File: src/rtl/imem_loader.sv
// rtl/imem_loader.sv - byte-stream program image loader into 32-bit instruction memory
// Parses a 2-byte word count, then packs little-endian bytes into words and writes them.
module imem_loader #(
    parameter int ADDR_WIDTH = 8
) (
    input  logic        Clk,
    input  logic        Reset,
    input  logic [7:0]  ByteIn,
    input  logic        ByteValid,
    output logic        ByteReady,
    input  logic        Restart,
    output logic        MemWrite,
    output logic [31:0] MemAddress,
    output logic [31:0] MemWriteData,
    output logic        CpuHold,
    output logic        Done,
    output logic        Error,
    output logic [15:0] WordsLoaded
);

    typedef enum logic [2:0] {
        S_LEN0,
        S_LEN1,
        S_DATA,
        S_WRITE,
        S_DONE,
        S_ERR
    } state_t;

    // 17 bits so a count of 65535 still compares correctly against 2**16.
    localparam logic [16:0] CAPACITY = 17'd1 << ADDR_WIDTH;

    state_t      state;
    state_t      state_next;
    logic [15:0] count;
    logic [1:0]  byte_idx;
    logic [23:0] word_buf;
    logic        xfer;
    logic [15:0] len_full;

    assign xfer     = ByteValid & ByteReady;
    assign len_full = {ByteIn, count[7:0]};

    always_ff @(posedge Clk or negedge Reset) begin
        if (!Reset) begin
            state <= S_LEN0;
        end else begin
            state <= state_next;
        end
    end

    always_comb begin
        state_next = state;
        ByteReady  = 1'b0;
        MemWrite   = 1'b0;
        CpuHold    = 1'b1;
        Done       = 1'b0;
        Error      = 1'b0;
        case (state)
            S_LEN0: begin
                ByteReady = 1'b1;
                if (xfer) state_next = S_LEN1;
            end
            S_LEN1: begin
                ByteReady = 1'b1;
                if (xfer) begin
                    if (len_full == 16'd0)                  state_next = S_DONE;
                    else if ({1'b0, len_full} > CAPACITY)   state_next = S_ERR;
                    else                                    state_next = S_DATA;
                end
            end
            S_DATA: begin
                ByteReady = 1'b1;
                if (xfer && byte_idx == 2'd3) state_next = S_WRITE;
            end
            S_WRITE: begin
                MemWrite = 1'b1;
                if (WordsLoaded + 16'd1 == count) state_next = S_DONE;
                else                              state_next = S_DATA;
            end
            S_DONE: begin
                Done    = 1'b1;
                CpuHold = 1'b0;
                if (Restart) state_next = S_LEN0;
            end
            S_ERR: begin
                Error = 1'b1;
                if (Restart) state_next = S_LEN0;
            end
            default: state_next = S_LEN0;
        endcase
    end

    // Address and data are latched with the 4th byte so they are valid during
    // WRITE and keep the last written values afterwards.
    always_ff @(posedge Clk or negedge Reset) begin
        if (!Reset) begin
            count        <= 16'd0;
            byte_idx     <= 2'd0;
            word_buf     <= 24'd0;
            MemAddress   <= 32'd0;
            MemWriteData <= 32'd0;
            WordsLoaded  <= 16'd0;
        end else begin
            case (state)
                S_LEN0: if (xfer) count[7:0] <= ByteIn;
                S_LEN1: if (xfer) count[15:8] <= ByteIn;
                S_DATA: begin
                    if (xfer) begin
                        byte_idx <= byte_idx + 2'd1;
                        case (byte_idx)
                            2'd0: word_buf[7:0]   <= ByteIn;
                            2'd1: word_buf[15:8]  <= ByteIn;
                            2'd2: word_buf[23:16] <= ByteIn;
                            default: begin
                                MemAddress   <= {{(30 - ADDR_WIDTH){1'b0}},
                                                 WordsLoaded[ADDR_WIDTH-1:0], 2'b00};
                                MemWriteData <= {ByteIn, word_buf};
                            end
                        endcase
                    end
                end
                S_WRITE: WordsLoaded <= WordsLoaded + 16'd1;
                S_DONE, S_ERR: begin
                    if (Restart) begin
                        WordsLoaded <= 16'd0;
                        count       <= 16'd0;
                        byte_idx    <= 2'd0;
                    end
                end
                default: ;
            endcase
        end
    end

endmodule
File: config.mk
export PLATFORM = sky130hd
export DESIGN_NAME = imem_loader
export DESIGN_NICKNAME = d
export VERILOG_FILES = /design/src/rtl/imem_loader.sv
export SDC_FILE = /design/constraint.sdc
export NUM_CORES = 1
export LEC_CHECK = 0
export ABC_AREA = 1
export ABC_CLOCK_PERIOD_IN_PS = 5200
export CORE_ASPECT_RATIO = 0.5
export CORE_MARGIN = 10
export CORE_UTILIZATION = 50
export CTS_CLUSTER_SIZE = 30
export DETAILED_ROUTE_END_ITERATION = 10
export PLACE_DENSITY = 0.78
export SYNTH_ARGS = -nofsm -noshare
export SYNTH_HDL_FRONTEND = slang
export SYNTH_SLANG_ARGS = --single-unit
File: constraint.sdc
create_clock -name Clk -period 5.2 [get_ports Clk]
set_clock_uncertainty 0.05 [all_clocks]
set_input_delay 1.3 -clock Clk [delete_from_list [all_inputs] [get_ports Clk]]
set_output_delay 1.3 -clock Clk [all_outputs]
set_load 0.005 [all_outputs]
* Word level (Yosys, flattened, before mapping)
Cells that the tools add are included.
Word-level totals: register bits after elaboration 101, bits of input ports 12, output and inout bits 85, logic and storage cells 70
Cells by class: add/subtract/negate cells 2, $lt $le $gt $ge 1, equality and inequality tests 14, muxes and demuxes 21, bitwise gates (word level) 2, reductions and logical operators 20
Operators by type and width (number):
- case mux 16 bit (2 select lines) | 1
- case mux 8 bit (2 select lines) | 2
- two-way mux 3 bit | 7
- AND reduction 3 bit | 7
- adder 16 x 1 -> 16 bit, second input constant | 1
- == test 16 bit | 1
- > comparator 16 x 9 -> 1 bit, second input constant | 1
- logical NOT 16 bit | 1
- two-way mux 16 bit | 1
- case mux 3 bit (5 select lines) | 1
- two-way mux 8 bit | 1
- inequality test 2 bit, second input constant | 4
- nonzero test 2 bit | 4
- == test 3 x 2 -> 1 bit, second input constant | 2
- == test 3 bit, second input constant | 2
- OR reduction 3 bit | 2
- two-way mux 1 bit | 5
- == test 2 bit, second input constant | 2
- two-way mux 2 bit | 2
- case mux 2 bit (2 select lines) | 1
- AND reduction 4 bit | 1
- == test 3 x 1 -> 1 bit, second input constant | 1
- logical NOT 3 bit | 1
- adder 2 x 1 -> 2 bit, second input constant | 1
- 8 further kinds | 8

* Depth between registers and ports, before layout
Gate-level depths: netlist of the first run.
word-level depth 7, mapped depth 15

* Worst setup path before layout of the first run
No wires, ideal clock.
path type in2reg, from input ByteIn[5], to register state[2], arrival time 2.143 ns, data required time 5.032 ns, slack 2.889 ns, stages on the path 9, path buffers 0, cell sequence inv_1 > nand4_1 > nor4_1 > o21ai_0 > a21oi_1 > or2_2 > nand2_1 > nand2_1 > nand2_1
On the way: word-level cells in the longest chain between the ends 5
RTL lines:
- start: declaration | RTL line 8 | input logic [7:0] ByteIn,
- > comparator 16 x 9 -> 1 bit | RTL line 68 | else if ({1'b0, len_full} > CAPACITY) state_next = S_ERR;
- two-way mux 3 bit | RTL line 68
- two-way mux 3 bit (*) | RTL line 67 | if (len_full == 16'd0) state_next = S_DONE;
- two-way mux 3 bit (*) | RTL line 66 | if (xfer) begin
- case mux 3 bit (5 select lines) (*) | RTL line 59 | case (state)
- end signal: assignment | RTL line 48 | state <= state_next;
- end: declaration | RTL line 33 | state_t state;
Every way passes the cells marked *; elsewhere a longest branch is shown, timed or not. The select of a mux whose other input is x is not followed. A chain may end at the register's enable or synchronous reset.

* Final worst setup path of the first run
from register state[2], to output Error
On the way: word-level cells in the longest chain between the ends 2
RTL lines:
- == test 3 bit | RTL line 59
- two-way mux 1 bit | RTL line 59
- end: declaration | RTL line 17 | output logic Error,
No other way between the ends.

==> run metrics, run 1 <==
average vias per placed instance=between 5 and 6; worst-case clock buffer depth=2; Chip Width=160 µm; unique cell type count in the Yosys netlist=33; slew at the pin with the worst max-slew slack=roughly 0.94 ns; Worst Path Max Fanout=10; clock tree from TritonCTS=yes; endpoint type of the worst setup path=primary output; Clk Tree Root Cell=clkbuf_16; via count=3,841; Peak Freq=312 MHz; arrival time at the worst endpoint=1.85 ns; area of the multi-input gates=0.00198 mm²; antenna cells=0; number of iterations in the first detailed-routing pass=4; ANT nets after route=0; average wire per cell in the routed design=15.0 µm; vertical die dimension=90.0 µm; count of filler cells inserted in the layout=803; number of max-slew violations in the final report=0; cts bufs inserted=9; combined flip-flop and latch cell area=0.00253 mm²; nets@finish=644; mean instance size in the synthesized netlist=8.83 µm²; initial antenna violation count=0; Total Die Area=0.0144 mm²; pin count of the biggest net entering global routing=between 70 and 80; post-CTS sizing=0; post-detail-place hpwl=roughly 8500 µm; Max H-tree Level=3; Final Setup Violations=0; final hold violations=0; Setup TNS=0 ns; fraction of registers with async set or reset after synthesis=100%; power density cells=357 mW/mm²; run status=complete, no violations; clock-pin slew of the registers on the worst-case setup and hold paths=0.07 ns; starting utilization of the core area=51.5%; layout overhead on the synthesized area=21.9%; Setup Fix Bufs, Post-CTS=0; number of DRC markers after the initial detailed-route iteration=about 280; total global routing track utilization=16.2%; startpoint class of the critical path=flop; wire length of the first global-routing pass=19,300 µm; leak pwr=2.82 nW; minimum clock period=3.20 ns; data required time at the worst endpoint=3.85 ns; number of ports placed on the die boundary=97; clock insertion delay at the later pin of the skew report=0.34 ns; row count=25; worst vdd rail ir drop=0.182 mV; RSZ-0062 raised after global routing=no; wire length after detailed routing=approximately 12,000 µm; fraction of layout instances using a drive strength above 1=10.6%; core box area=0.00951 mm²; Post-synth EDFFs=0; remaining global-route overflow=0; TritonCTS Sinks=just over 100; cell area after technology mapping=0.00490 mm²; Hold Buf Count CTS=0; Worst Path Class, Setup=flop to primary output; number of design rule violations left after detail routing=0; weighted congestion reported at the end of routability-driven placement=0.887; total number of yosys warnings=0; worst-case headroom to the max-slew limit=between 30% and 40%; instance count of the mapped netlist=555; worst slack on hold paths=0.431 ns; Max-Cap Viols=0; number of global-route vias before repair=3,811; share of synthesized area occupied by flip-flops and latches=about 52%; Top FF cell, synth=dfrtp_1; share of the clock period used by the worst path=between 60% and 70%; Tightest Hold Check Type=flop to flop; number of register bits inferred by synthesis=~100; count of buffers inserted at the top-level ports=72
cell type report:
type | instances | share of cell area [%]
flip-flops and latches | 101 | 42.3
inverters | 62 | 3.90
multi-input cells | 378 | 33.1
repair buffers | 75 | 12.4
well taps | 135 | 2.83
clock inverters | 6 | 1.40
clock buffers | 10 | 4.00
placed cells by master (no fill, tap or decap), drive strengths merged, types with 3 or more instances in the layout:
cell type	instances
dfrtp	101
nor3	3
nand4	9
nor2	34
ha	5
a21oi	4
conb	24
mux2	24
xor2	4
buf	4
clkdlybuf4s50	71
clkinv	3
clkbuf	10
o21ai	68
o22ai	12
nand3	30
nand2	153
inv	63
logic make-up after synthesis:
| kind of cell | Yosys count | synth area share [%] |
|---|---|---|
| fa+ha+maj | 5 | 1.28 |
| flops | 101 | 51.6 |
| other cells | 1 | 0.0765 |
| compound gates | 85 | 9.04 |
| mux | 24 | 5.51 |
| xor+xnor | 6 | 1.07 |
| simple gates | 234 | 21.5 |
| buf+inv | 99 | 9.91 |
layer usage:
| layer | vias up | GRT usage (%) | part of all wire, % |
|---|---|---|---|
| met4 | 0 | 3.50 | 0.82 |
| met1 | 1831 | 20.0 | 45 |
| met2 | 103 | 27.5 | 49 |
| li1 | 1899 | - | - |
| met3 | 8 | 5.00 | 5.4 |
| met5 | - | 0 | 0 |
per-stage QoR:
stage / utilization [%] / total power [W] / setup slack, ns / cells / cell area [µm²]
after global routing: 62.8 / 0.00226 / 1.81 / 767 / 5970
final: 62.8 / 0.00213 / 2.00 / 767 / 5970
after detailed placement: 59.4 / 0.00141 / 1.81 / 751 / 5650
after global placement: 59.4 / 0.00140 / 1.85 / 751 / 5650
after CTS: 62.8 / 0.00214 / 1.97 / 767 / 5970
after floorplan: - / 0.00129 / 2.89 / 578 / 4990
worst paths after layout:
| path | start | to | slack (ns) | cells past startpoint |
|---|---|---|---|---|
| worst max-delay path | state[2] | Error | 2.00 | 5 |
| worst min-delay path | word_buf[0] | word_buf[0] | 0.43 | 2 |
| worst max register to register | state[1] | MemAddress[2] | 2.85 | 6 |
| worst min register to register | word_buf[0] | word_buf[0] | 0.43 | 2 |
| max in group asynchronous | Reset | WordsLoaded[12] | 3.15 | 2 |
| min in group asynchronous | Reset | word_buf[14] | 1.04 | 1 |
where the power goes:
| group | internal, W | total [W] | switching [W] |
|---|---|---|---|
| Sequential | 0.000875 | 0.000953 | 0.0000787 |
| Clock | 0.000434 | 0.000724 | 0.000290 |
| Combinational | 0.000165 | 0.000454 | 0.000289 |
| Total | 0.00147 | 0.00213 | 0.000658 |
Yosys cell counts (5+ instances only):
| cell | count | share of area, % |
|---|---|---|
| dfrtp_1 | 101 | 52 |
| nand3_1 | 27 | 2.8 |
| inv_1 | 61 | 4.7 |
| o21ai_1 | 6 | 0.61 |
| nor2_1 | 23 | 1.8 |
| nand2_1 | 150 | 11 |
| ha_1 | 5 | 1.3 |
| nand4_1 | 9 | 1.1 |
| clkbuf_1 | 6 | 0.46 |
| nor2_2 | 7 | 0.89 |
| o21ai_0 | 62 | 6.3 |
| o22ai_1 | 12 | 1.5 |
| mux2_2 | 24 | 5.5 |
| buf_4 | 25 | 3.8 |
worst max-delay path, stage by stage (launching register included):
cell and delay (ns):
dfrtp_1 0.45, inv_1 0.14, nor2_4 0.21, inv_1 0.09, nor2_1 0.10, clkdlybuf4s50_1 0.51
registers in the layout (all words and copies together) (netlist names):
signal,cells
MemAddress,8
MemWriteData,32
WordsLoaded,16
byte_idx,2
count,16
state,3
word_buf,24
No activity file was read; power rests on OpenSTA's default activity.
==> run 2, diff against run 1 <==
--- a/config.mk
+++ b/config.mk
@@ -6,13 +6,13 @@
 export NUM_CORES = 1
 export LEC_CHECK = 0
 export ABC_AREA = 1
-export ABC_CLOCK_PERIOD_IN_PS = 5200
+export ABC_CLOCK_PERIOD_IN_PS = 2730
 export CORE_ASPECT_RATIO = 0.5
 export CORE_MARGIN = 10
-export CORE_UTILIZATION = 50
+export CORE_UTILIZATION = 47
 export CTS_CLUSTER_SIZE = 30
 export DETAILED_ROUTE_END_ITERATION = 10
-export PLACE_DENSITY = 0.78
+export PLACE_DENSITY = 0.77
 export SYNTH_ARGS = -nofsm -noshare
 export SYNTH_HDL_FRONTEND = slang
 export SYNTH_SLANG_ARGS = --single-unit
==> constraint.sdc (replaced) <==
create_clock -name Clk -period 2.73 [get_ports Clk]
set_clock_uncertainty 0.05 [all_clocks]
set_input_delay 0.6825 -clock Clk [delete_from_list [all_inputs] [get_ports Clk]]
set_output_delay 0.6825 -clock Clk [all_outputs]
set_load 0.005 [all_outputs]
==> run metrics, run 2 (synthesis gave the netlist of run 1 again) <==
post-route cell area=0.00603 mm² (+1.0%); TritonCTS Sinks=101 (unchanged); critical path launch point=state[2]; worst-case headroom to the max-slew limit=59.2% (+22 points); minimum clock period=2.57 ns; pin count of the biggest net entering global routing=45 (-42%); final hold violations=0 (unchanged); core box area=0.0102 mm² (+7.1%); critical path's top delay family=buffers and inverters; number of max-slew violations in the final report=0 (unchanged); Setup TNS=0 ns (unchanged); clock-pin slew of the registers on the worst-case setup and hold paths=0.07 ns (about the same); RSZ-0062 raised after global routing=no; Max-Cap Viols=0 (unchanged); Biggest register=MemWriteData; largest stage delay on the critical path=0.51 ns (about the same); endpoint type of the worst setup path=primary output; Sw Share=32.4% (+1.5 points); post-CTS sizing=0 (unchanged); Most common cell on crit path=inv_1; wire length of the first global-routing pass=19,200 µm (-0.47%); met3 routed wirelength=831 µm (+33%); vertical die dimension=92.2 µm (+2.4%); overall power consumption=0.00405 W (+90%); worst vdd rail ir drop=0.321 mV (+77%); Setup Fix Bufs, Post-CTS=0 (unchanged); total global routing track utilization=15.8% (-0.48 points); average vias per placed instance=4.98 (-0.46%); clock insertion delay at the later pin of the skew report=0.35 ns (about the same); initial antenna violation count=0 (unchanged); average wire per cell in the routed design=15.5 µm (+3.4%); power share of the combinational group=21.7% (+0.4 points); worst-case clock buffer depth=2 (unchanged); number of design rule violations left after detail routing=0 (unchanged); startpoint class of the critical path=flop; top routing layer used=met4; Post-DP Area=0.00572 mm² (+1.2%); Hold Buf Count CTS=0 (unchanged); most common cell after layout, fill and taps aside=nand2_1; Tightest Hold Check Type=primary input to asynchronous set/reset pin; power density cells=671 mW/mm² (+88%); cts bufs inserted=9 (unchanged); slowest cell on the critical path=clkdlybuf4s50_1; portion of total power attributed to sequential cells=45.2% (+0.5 points); number of ports placed on the die boundary=97 (unchanged); number of iterations in the first detailed-routing pass=4 (unchanged); share of the clock period used by the worst path=between 90% and 100%; Met2 Wirelength=5850 µm (+3.7%); Largest regs=MemWriteData x32, word_buf x24; number of global-route vias before repair=3,777 (-0.89%); internal portion of total power=0.00274 W (+86%); critical path, cell by cell=inv_1 > nor2_4 > inv_1 > nor2_1 > clkdlybuf4s50_1; register-to-register path setup slack=0.65 ns (-2.20 ns); Clk Tree Root Cell=clkbuf_16; slew at the pin with the worst max-slew slack=0.611 ns (-0.333 ns); starting utilization of the core area=48.1% (-3.4 points); clock tree from TritonCTS=yes; terminus of the critical flop-to-flop path=state[1]; Peak Freq=389 MHz; total buffers and inverters traversed by the critical path=3 (unchanged); wire length after detailed routing=12,100 µm (+4.7%); remaining global-route overflow=0 (unchanged); weighted congestion reported at the end of routability-driven placement=0.860 (-3.0%); arrival time at the worst endpoint=1.84 ns (about the same); number of DRC markers after the initial detailed-route iteration=206 (-25%); Final Core Density=59.3% (-3.5 points); count of filler cells inserted in the layout=874 (+8.8%); Chip Width=164 µm (+2.7%); Total Die Area=0.0152 mm² (+5.3%); layout overhead on the synthesized area=23.1%; via count=3,873 (+0.83%); data required time at the worst endpoint=2.00 ns (-1.85 ns); net switching component of the power=0.00131 W (+99%); count of buffers inserted at the top-level ports=72 (unchanged); Worst Path Class, Setup=flop to primary output; antenna cells=0 (unchanged); Worst Path Max Fanout=10 (unchanged); run status=complete, no violations; most frequent cells in the layout=150 x nand2_1, 100 x dfrtp_1, 71 x clkdlybuf4s50_1, 62 x o21ai_0, 61 x inv_1; fraction of layout instances using a drive strength above 1=11.5% (+0.86 points); Max H-tree Level=3 (unchanged); row count=26 (+4.0%); Final Setup Violations=0 (unchanged); post-detail-place hpwl=8810 µm (+4.2%); ANT nets after route=0 (unchanged); max reg flops=32 (unchanged); nets@finish=649 (+0.78%); Register-to-Register Path Depth=14 (+8); launch instance of the worst register-to-register path=WordsLoaded[1]; part of the total power dissipated in the clock network=33.1% (-0.9 points); leak pwr=2.84 nW (+0.91%); routed metal-1 wirelength=5280 µm (+2.2%)
## run 2: cell types whose count changed in the layout (fill, tap and decap cells not counted), moves of 2 or more
cell	before	now
buf_12	0	2
clkinv_4	0	2
clkinv_2	3	0
buf_4	4	7
## run 2: through the flow
step / setup slack [ns] / hold slack (ns) / std cells
after floorplan: 0.965 / 0.337 / 578
after global placement: 0.353 / 0.414 / 761
after detailed placement: 0.342 / 0.419 / 761
after CTS: 0.101 / 0.295 / 777
after global routing: 0.0485 / 0.319 / 777
final: 0.161 / 0.274 / 777
## run 2: worst reg2reg max path: cells and delay by family (launching register included)
family / cells / cell delay [ns]
DFF: 1 / 0.44
adders and majority gates: 1 / 0.26
and+or+nand+nor: 13 / 1.23
## run 2: worst max path at each step
stage,end,cells past startpoint
2_1_floorplan,state[1],14
5_1_grt,Error,5
4_1_cts,Error,5
3_5_place_dp,MemWriteData[13],6
3_3_place_gp,MemWriteData[5],6
6_report,Error,5
## run 2: area by class of cell
type	count	area [µm²]	area share, %
Inverter	62	233	3.86
Multi-Input combinational cell	378	1980	32.8
Tap cell	140	175	2.90
Clock buffer	10	239	3.96
Clock inverter	6	76.3	1.26
Sequential cell	101	2530	41.9
Timing Repair Buffer	80	803	13.3
## run 2: layer usage
layer / up-vias / track usage, %
li1: 1900 / -
met1: 1861 / 19.7
met2: 102 / 26.7
met3: 10 / 4.15
met4: 0 / 3.89
met5: - / 0
## run 2: power groups by stage
stage | clock, W | sequential (W) | combinational (W)
6_report | 0.00134 | 0.00183 | 0.000878
5_1_grt | 0.00142 | 0.00184 | 0.000999
4_1_cts | 0.00135 | 0.00182 | 0.000879
3_5_place_dp | 0 | 0.00185 | 0.000869
3_3_place_gp | 0 | 0.00184 | 0.000845
2_1_floorplan | 0 | 0.00179 | 0.000661
==> run 3, diff against run 2 <==
--- a/config.mk
+++ b/config.mk
@@ -13,6 +13,7 @@
 export CTS_CLUSTER_SIZE = 30
 export DETAILED_ROUTE_END_ITERATION = 10
 export PLACE_DENSITY = 0.77
+export SLEW_MARGIN = 40
 export SYNTH_ARGS = -nofsm -noshare
 export SYNTH_HDL_FRONTEND = slang
 export SYNTH_SLANG_ARGS = --single-unit
==> results of run 3 <==
Final layout, timing and power as in run 2 (identical DEF).
==> patch, RTL diff (config.mk and constraints of run 3) <==
Make the reset (`Reset`) synchronous in 2 clocked blocks.
--- a/src/rtl/imem_loader.sv
+++ b/src/rtl/imem_loader.sv
@@ -41,7 +41,7 @@
     assign xfer     = ByteValid & ByteReady;
     assign len_full = {ByteIn, count[7:0]};
 
-    always_ff @(posedge Clk or negedge Reset) begin
+    always_ff @(posedge Clk) begin
         if (!Reset) begin
             state <= S_LEN0;
         end else begin
@@ -93,7 +93,7 @@
 
     // Address and data are latched with the 4th byte so they are valid during
     // WRITE and keep the last written values afterwards.
-    always_ff @(posedge Clk or negedge Reset) begin
+    always_ff @(posedge Clk) begin
         if (!Reset) begin
             count        <= 16'd0;
             byte_idx     <= 2'd0;
Check against the original RTL: differs if Reset is asserted again (counterexample within 4 cycles, from zero or initial values and one cycle with Reset low); with Reset held inactive, the same outputs for 10 cycles.
==> patch against run 3 <==
Setup slack gained 0.011 ns; via count grew 18%; cell area shrank 1.7%; total power shrank 18%; combinational power shrank 46%; sequential cell count is the same; synthesized area shrank 1.5%; count of clock-buffer cells in the layout shrank 1; routed wire length grew 5.3%.
==> patch: results <==
{
  "multi_input_area_share_pct": 38.5,
  "wl_met1_um": 6110,
  "synthXorXnorAreaFrac_pct": 0.855,
  "routed_wl_um": 12700,
  "place_ws_ns": 0.281,
  "post-route-util_pct": 58.6,
  "power_leakage_nw": 2.33,
  "drtPass1Iterations": 5,
  "worstMarginPinSlew_ns": 0.522,
  "synth_flop_cell": "dfxtp_1",
  "cts_buffers": 9,
  "slowest_delay_ns": 0.58,
  "fin_area_um2": 5930,
  "placed_area_um2": 5640,
  "grt_first_pass_wirelength_um": 20900,
  "place_hpwl_um": 9460,
  "p_per_area_nw_per_um2": 563,
  "synthMuxAreaShare_pct": 0,
  "post-place-cells": 910,
  "netlist_instances": 712,
  "status": "completed",
  "nNonClkInverters": 89,
  "crit_fanout": 5,
  "swShare_pct": 29.6,
  "synth_compound_area_share_pct": 15.7,
  "synth_area_leaders": "dfxtp_1 (42%), nand2_1 (10%), a21oi_1 (9.8%), nor2_1 (9.2%), inv_1 (6.5%)",
  "nMultiInputCombCells": 496,
  "drtIter0Drc": 276,
  "async_flop_share_pct": 0,
  "grt_start_max_net_pins": 51,
  "routabilityCongestion": 0.908,
  "cts_resized": 0,
  "final-clk-cell-share_pct": 4.94,
  "grt_usage_pct": 16.8,
  "p_comb_share_pct": 14.2,
  "pg_seq_w": 0.00159,
  "route.met3.wl_um": 940,
  "netlist_top_cells_count": "nand2_1 (133), nor2_1 (118), dfxtp_1 (101)",
  "nFlopsAndLatches": 101,
  "seqCellArea_um2": 2020,
  "ir_worst_vdd_v": 0.000436,
  "dr_wl_met2_um": 5490,
  "largestRegisters": "MemWriteData x32, word_buf x24",
  "hold_class": "reg -> reg",
  "viasPerCell": 4.93,
  "drive_above_1_share_pct": 5.34,
  "synth.distinct_cells": 28,
  "nFillCells": 971,
  "signal_buffers": 84,
  "synth_fa_ha_area_share_pct": 1.30,
  "layout.nets": 798,
  "num_vias": 4563,
  "first_global_vias": 4315,
  "buffer_area_share_pct": 13.9,
  "clkbuf_count": 9
}
-- patch: cell count changes after synthesis, moves of 6 or more --
cell      delta
mux2_2      -24
nand2_1     -17
nand3_1     +16
dfxtp_1    +101
o22ai_1     -12
nor2_2       -6
nor2_1      +95
a211oi_1     +6
o21ai_0     -18
o21ai_1      -6
a21oi_1     +91
inv_1       +23
clkbuf_1    +15
dfrtp_1    -101
-- patch: layer usage --
metal	global-route usage, %	up-vias
met4	4.85	0
met2	26.9	134
li1	-	2357
met3	5.04	14
met5	0	-
met1	21.6	2058
-- patch: worst paths after layout --
kind	from	endpoint	slack, ns	cells after the start
max reg2reg	WordsLoaded[0]	state[2]	0.50	15
min	MemAddress[3]	MemAddress[3]	0.39	2
min reg2reg	MemAddress[3]	MemAddress[3]	0.39	2
max	state[0]	MemWrite	0.17	5
